[src/rtl/salsa_block_collector_if.sv]
// Byte-in / word-out bus between the Salsa20 hash core, the block
// collector and the downstream word consumer.
interface salsa_block_collector_if;
    logic        clear;
    logic [7:0]  data_in;
    logic        writes;
    logic        ready;
    logic [31:0] word_out;
    logic        word_valid;
    logic        word_ready;
    logic        block_done;
    logic        overflow;

    // Driver side: hash core plus word consumer (the testbench).
    modport master (
        output clear,
        output data_in,
        output writes,
        output word_ready,
        input  ready,
        input  word_out,
        input  word_valid,
        input  block_done,
        input  overflow
    );

    // Collector side.
    modport slave (
        input  clear,
        input  data_in,
        input  writes,
        input  word_ready,
        output ready,
        output word_out,
        output word_valid,
        output block_done,
        output overflow
    );
endinterface

[src/rtl/salsa_block_collector.sv]
// Salsa20 block collector: gathers a byte-serial keystream block into
// little-endian 32-bit words, then hands the words out one at a time on a
// valid/ready handshake. Bytes offered while draining are dropped and
// recorded in a sticky overflow flag. BLOCK_WORDS must be at least 2.
module salsa_block_collector #(
    parameter int BLOCK_WORDS = 16
) (
    input  logic                    clk,
    input  logic                    reset_n,
    salsa_block_collector_if.slave  bus
);

    localparam int NUM_BYTES = 4 * BLOCK_WORDS;
    localparam int BYTE_W    = $clog2(NUM_BYTES);
    localparam int WORD_W    = BYTE_W - 2;

    localparam logic [BYTE_W-1:0] LAST_BYTE = BYTE_W'(NUM_BYTES - 1);
    localparam logic [WORD_W-1:0] LAST_WORD = WORD_W'(BLOCK_WORDS - 1);

    typedef enum logic {
        FILL  = 1'b0,
        DRAIN = 1'b1
    } state_t;

    state_t             state_q, state_d;
    logic [BYTE_W-1:0]  byte_cnt_q, byte_cnt_d;
    logic [WORD_W-1:0]  word_cnt_q, word_cnt_d;
    logic               block_done_q, block_done_d;
    logic               overflow_q, overflow_d;
    logic [31:0]        blk_q [BLOCK_WORDS];
    logic [31:0]        blk_d [BLOCK_WORDS];

    logic [WORD_W-1:0]  fill_word;
    logic [1:0]         fill_lane;

    // Byte k goes to word k/4, byte lane k%4 (Salsa20 little-endian order).
    assign fill_word = byte_cnt_q[BYTE_W-1:2];
    assign fill_lane = byte_cnt_q[1:0];

    assign bus.ready      = (state_q == FILL);
    assign bus.word_valid = (state_q == DRAIN);
    assign bus.word_out   = (state_q == DRAIN) ? blk_q[word_cnt_q] : 32'h0;
    assign bus.block_done = block_done_q;
    assign bus.overflow   = overflow_q;

    // Next-state logic: clear overrides everything, then fill or drain.
    always_comb begin
        state_d      = state_q;
        byte_cnt_d   = byte_cnt_q;
        word_cnt_d   = word_cnt_q;
        block_done_d = 1'b0;
        overflow_d   = overflow_q;
        blk_d        = blk_q;

        if (bus.clear) begin
            state_d    = FILL;
            byte_cnt_d = '0;
            word_cnt_d = '0;
            overflow_d = 1'b0;
        end else begin
            if (bus.writes && (state_q != FILL)) begin
                overflow_d = 1'b1;
            end

            case (state_q)
                FILL: begin
                    if (bus.writes) begin
                        blk_d[fill_word][{fill_lane, 3'b000} +: 8] = bus.data_in;
                        if (byte_cnt_q == LAST_BYTE) begin
                            byte_cnt_d = '0;
                            state_d    = DRAIN;
                        end else begin
                            byte_cnt_d = byte_cnt_q + BYTE_W'(1);
                        end
                    end
                end
                DRAIN: begin
                    if (bus.word_ready) begin
                        if (word_cnt_q == LAST_WORD) begin
                            word_cnt_d   = '0;
                            state_d      = FILL;
                            block_done_d = 1'b1;
                        end else begin
                            word_cnt_d = word_cnt_q + WORD_W'(1);
                        end
                    end
                end
                default: begin
                    state_d = FILL;
                end
            endcase
        end
    end

    // Control state register with asynchronous active-low reset.
    always_ff @(posedge clk or negedge reset_n) begin
        if (!reset_n) begin
            state_q      <= FILL;
            byte_cnt_q   <= '0;
            word_cnt_q   <= '0;
            block_done_q <= 1'b0;
            overflow_q   <= 1'b0;
        end else begin
            state_q      <= state_d;
            byte_cnt_q   <= byte_cnt_d;
            word_cnt_q   <= word_cnt_d;
            block_done_q <= block_done_d;
            overflow_q   <= overflow_d;
        end
    end

    // Block storage needs no reset: word_out is masked outside DRAIN.
    always_ff @(posedge clk) begin
        blk_q <= blk_d;
    end

endmodule

[src/flat_wrapper.sv]
// flat-port wrapper written by rule: the top's interface ports become plain ports
module salsa_block_collector_flat 
#(
    parameter int BLOCK_WORDS = 16
)
  (clk, reset_n, bus_clear, bus_data_in, bus_writes, bus_word_ready, bus_ready, bus_word_out, bus_word_valid, bus_block_done, bus_overflow);
  salsa_block_collector_if bus_i ();
  input  logic clk;
  input  logic reset_n;
  input wire logic [$bits(bus_i.clear)-1:0] bus_clear;
  input wire logic [$bits(bus_i.data_in)-1:0] bus_data_in;
  input wire logic [$bits(bus_i.writes)-1:0] bus_writes;
  input wire logic [$bits(bus_i.word_ready)-1:0] bus_word_ready;
  output wire logic [$bits(bus_i.ready)-1:0] bus_ready;
  output wire logic [$bits(bus_i.word_out)-1:0] bus_word_out;
  output wire logic [$bits(bus_i.word_valid)-1:0] bus_word_valid;
  output wire logic [$bits(bus_i.block_done)-1:0] bus_block_done;
  output wire logic [$bits(bus_i.overflow)-1:0] bus_overflow;
  assign bus_i.clear = bus_clear;
  assign bus_i.data_in = bus_data_in;
  assign bus_i.writes = bus_writes;
  assign bus_i.word_ready = bus_word_ready;
  assign bus_ready = bus_i.ready;
  assign bus_word_out = bus_i.word_out;
  assign bus_word_valid = bus_i.word_valid;
  assign bus_block_done = bus_i.block_done;
  assign bus_overflow = bus_i.overflow;
  salsa_block_collector #(.BLOCK_WORDS(BLOCK_WORDS)) u_core (.clk(clk), .reset_n(reset_n), .bus(bus_i));
endmodule
[config.mk]
export PLATFORM = sky130hd
export DESIGN_NAME = salsa_block_collector_flat
export DESIGN_NICKNAME = d
export VERILOG_FILES = /design/src/rtl/salsa_block_collector_if.sv /design/src/rtl/salsa_block_collector.sv /design/src/flat_wrapper.sv
export SDC_FILE = /design/constraint.sdc
export NUM_CORES = 1
export LEC_CHECK = 0
export ABC_AREA = 1
export CORE_MARGIN = 2
export CORE_UTILIZATION = 44
export DETAILED_ROUTE_END_ITERATION = 8
export SYNTH_ARGS = -nofsm -noshare
export SYNTH_HDL_FRONTEND = slang
export SYNTH_SLANG_ARGS = --single-unit
[constraint.sdc]
create_clock -name clk -period 6.3 [get_ports clk]
set_input_delay 1.26 -clock clk [delete_from_list [all_inputs] [get_ports clk]]
set_output_delay 1.26 -clock clk [all_outputs]
set_load 0.05 [all_outputs]
==> impl_metrics.yaml <==
power_and_ir_drop:
  p_seq_frac: 0.540
  p_comb_frac: 0.016
  p_sw_frac: 0.1968
  power_frac_clock: 0.444
  internal-power_mw: 5.698
  p_total_mw: 7.095
  peakVddDrop_uv: 237.9
  p_sw_mw: 1.397
  power_density_nw_per_um2: 277.0
  p_leak_nw: 10.37
synthesis:
  syn_nets: 2254
  yosys.area.top_type: "edfxtp_1"
  synth.area.top_cells: "edfxtp_1 67%, nand2_1 13%, nand3_1 7.2%"
  synth_cell_types: 22
  synthFlopType: "edfxtp_1"
  synth_commonest_cells: "806 x nand2_1, 512 x edfxtp_1, 330 x nand3_1"
  async_reset_ff_frac: 0.02476
  synth.avg_cell_area_um2: 10.25
  yosysSeqAreaShare: 0.6850
  netlist_area_um2: 22920
  synth-seq-cells: 525
  synth_top_area_share: 0.6709
  ys_warn_count: 0
  synth_most_common_cell: "nand2_1"
  synth_edf_count: 512
  synth_cells: 2235
setup_path:
  crit_fanout: 86
  crit_required_ns: 5.04
  start_kind: "flop"
  cp-end-kind: "output port"
  worstSetupPathType: "flop to output port"
  worst_r2r_path_depth: 5
  crit_arrival_ns: 4.14
clocking:
  clockRootBuffer: "clkbuf_16"
  clock_sinks: 525
  htreeDepth: 2
  post_cts_buffers: 0
  hold_buffers: 0
  clkLatencyLatePin_ns: 0.60
  cts_tree: "built"
  cts_inserted_buffers: 54
  cts_resized: 0
  clk_path_buf_depth: 3
  clk_pin_slew_worst_paths_ns: 0.06
flow_run:
  cap_violations: 0
sta:
  report.final.slew_viol_count: 0
  fin_ws_ns: 0.9033
  fin_skew_ns: 0.01549
  rsz0062_at_grt: "no"
  fin_crit_sh: 0.8566
  tns_ns: 0
  worst_hold_slack_ns: 0.5231
  hold_violations: 0
  min_period_ns: 5.397
  fmax_ghz: 0.1853
  finalSetupViolations: 0
  slew_headroom: 0.08809
  tightest_slew_ns: 1.363
global_routing:
  grt_use_total: 0.2120
  antenna_found_initial: 0
  grt_pass1_wl_mm: 86.68
  overflow: 0
  grt_pass1_vias: 14650
  grt_max_degree: 145
floorplanning:
  row_count: 83
  die_area_um2: 53930
  fp.dieH_um: 232.2
  fp.dieW_um: 232.2
  start_util: 0.4458
  coreArea_um2: 51410
  io_pins: 49
routing:
  wl_per_cell_um: 19.03
  drtIter0Drc: 1563
  vias_per_cell: 5.160
  wirelength_mm: 56.75
  vias: 15390
  drc: 0
  ant_nets: 0
  drt_first_pass_iters: 6
placed_design:
  place_congestion: 0.8272
  portBuffers: 48
  dp_worst_setup_slack_ns: 1.550
  placed_cells: 2885
  placed_area_um2: 23880
  place_hpwl_mm: 32.43
cells_and_area:
  design_area_um2: 25610
  n_fill_cell: 4650
  diodes: 0
  final_util: 0.4983
  layout-drive-gt1-share: 0.05039
  nNetsFinal: 2280
  instances_no_fill: 2982
  syn2layout_area_growth_pct: 11.77
hold_path:
  worstHoldPathType: "flop to flop"
  holdPathStages: 2
status:
  status: "finished, final reports clean"
[layer usage]
layer,GRT usage,part of all wire,up-vias
li1,-,-,7342
met1,0.2951,0.44,7362
met2,0.3338,0.46,545
met3,0.03229,0.062,137
met4,0.08594,0.035,0
met5,0,0,-
[area by class of cell]
class                   count  area (um2)  share of cell area
clock buffers              72        1523             0.05945
clock inverters            25       212.7            0.008304
inverters                 288        1091             0.04259
flip-flops and latches    525       15710              0.6133
repair buffers             83       755.7             0.02950
multi-input cells        1309        5473              0.2137
well taps                 680       850.8             0.03322
[path summary, 6_finish.rpt]
path                                        from                    end  slack [ns]
setup / recovery            u_core.word_cnt_q[1]        bus_word_out[7]        0.90
hold / removal               u_core.bus.overflow    u_core.bus.overflow        0.52
setup reg to reg           u_core.bus.word_valid      u_core.blk_q[376]        2.83
hold reg to reg              u_core.bus.overflow    u_core.bus.overflow        0.52
max in group asynchronous                reset_n   u_core.word_cnt_q[0]        4.73
min in group asynchronous                reset_n  u_core.bus.block_done        1.07
[cell usage in the layout, fill, tap and decap left out, types with 4 or more instances in the layout]
master           synthesis  routed
nand2_1                806     806
edfxtp_1               512     512
nand3_1                330     330
inv_1                  283     282
nor2_1                 100     100
clkbuf_16                0      57
clkdlybuf4s50_1          0      48
a21oi_1                 36      36
buf_4                   16      34
nor3_1                  18      18
clkinv_1                 2      14
clkbuf_1                26      11
dfrtp_1                 13      10
o21ai_0                  8       8
clkinv_2                 0       8
ha_1                     6       6
bufinv_16                0       4
clkbuf_8                 0       4
[power by group through the flow]
stage | registers (mW) | logic, mW | clock network (mW)
finish | 3.83 | 0.117 | 3.15
global placement | 3.90 | 0.114 | 0
detailed placement | 3.90 | 0.116 | 0
floorplan | 3.90 | 0.0607 | 0
global route | 3.83 | 0.128 | 3.32
CTS | 3.83 | 0.117 | 3.19
[cells by family after synthesis]
| kind of cell | share of synthesized area |
|---|---|
| AO/OA/AOI/OAI | 0.01048 |
| XOR/XNOR | 0.0003822 |
| adder cells (fa/ha/maj) | 0.003276 |
| buffers and inverters | 0.07616 |
| flip-flops | 0.6850 |
| AND/OR/NAND/NOR | 0.2247 |
[worst max-delay path, cell delays in order, from the launching register on]
cell	delay, ns
dfrtp_4	0.72
inv_4	0.90
buf_4	0.45
nand3_1	0.12
nand3_1	0.09
nand3_1	0.09
a21oi_1	0.20
clkdlybuf4s50_1	0.85
[state kept, by name, summed over array words and instances, names as in the netlist]
register,cells
u_core.word_cnt_q,4
u_core.blk_q,512
u_core.bus.block_done,1
u_core.bus.word_valid,1
u_core.byte_cnt_q,6
u_core.bus.overflow,1
Power figures use the tool's default switching activity.
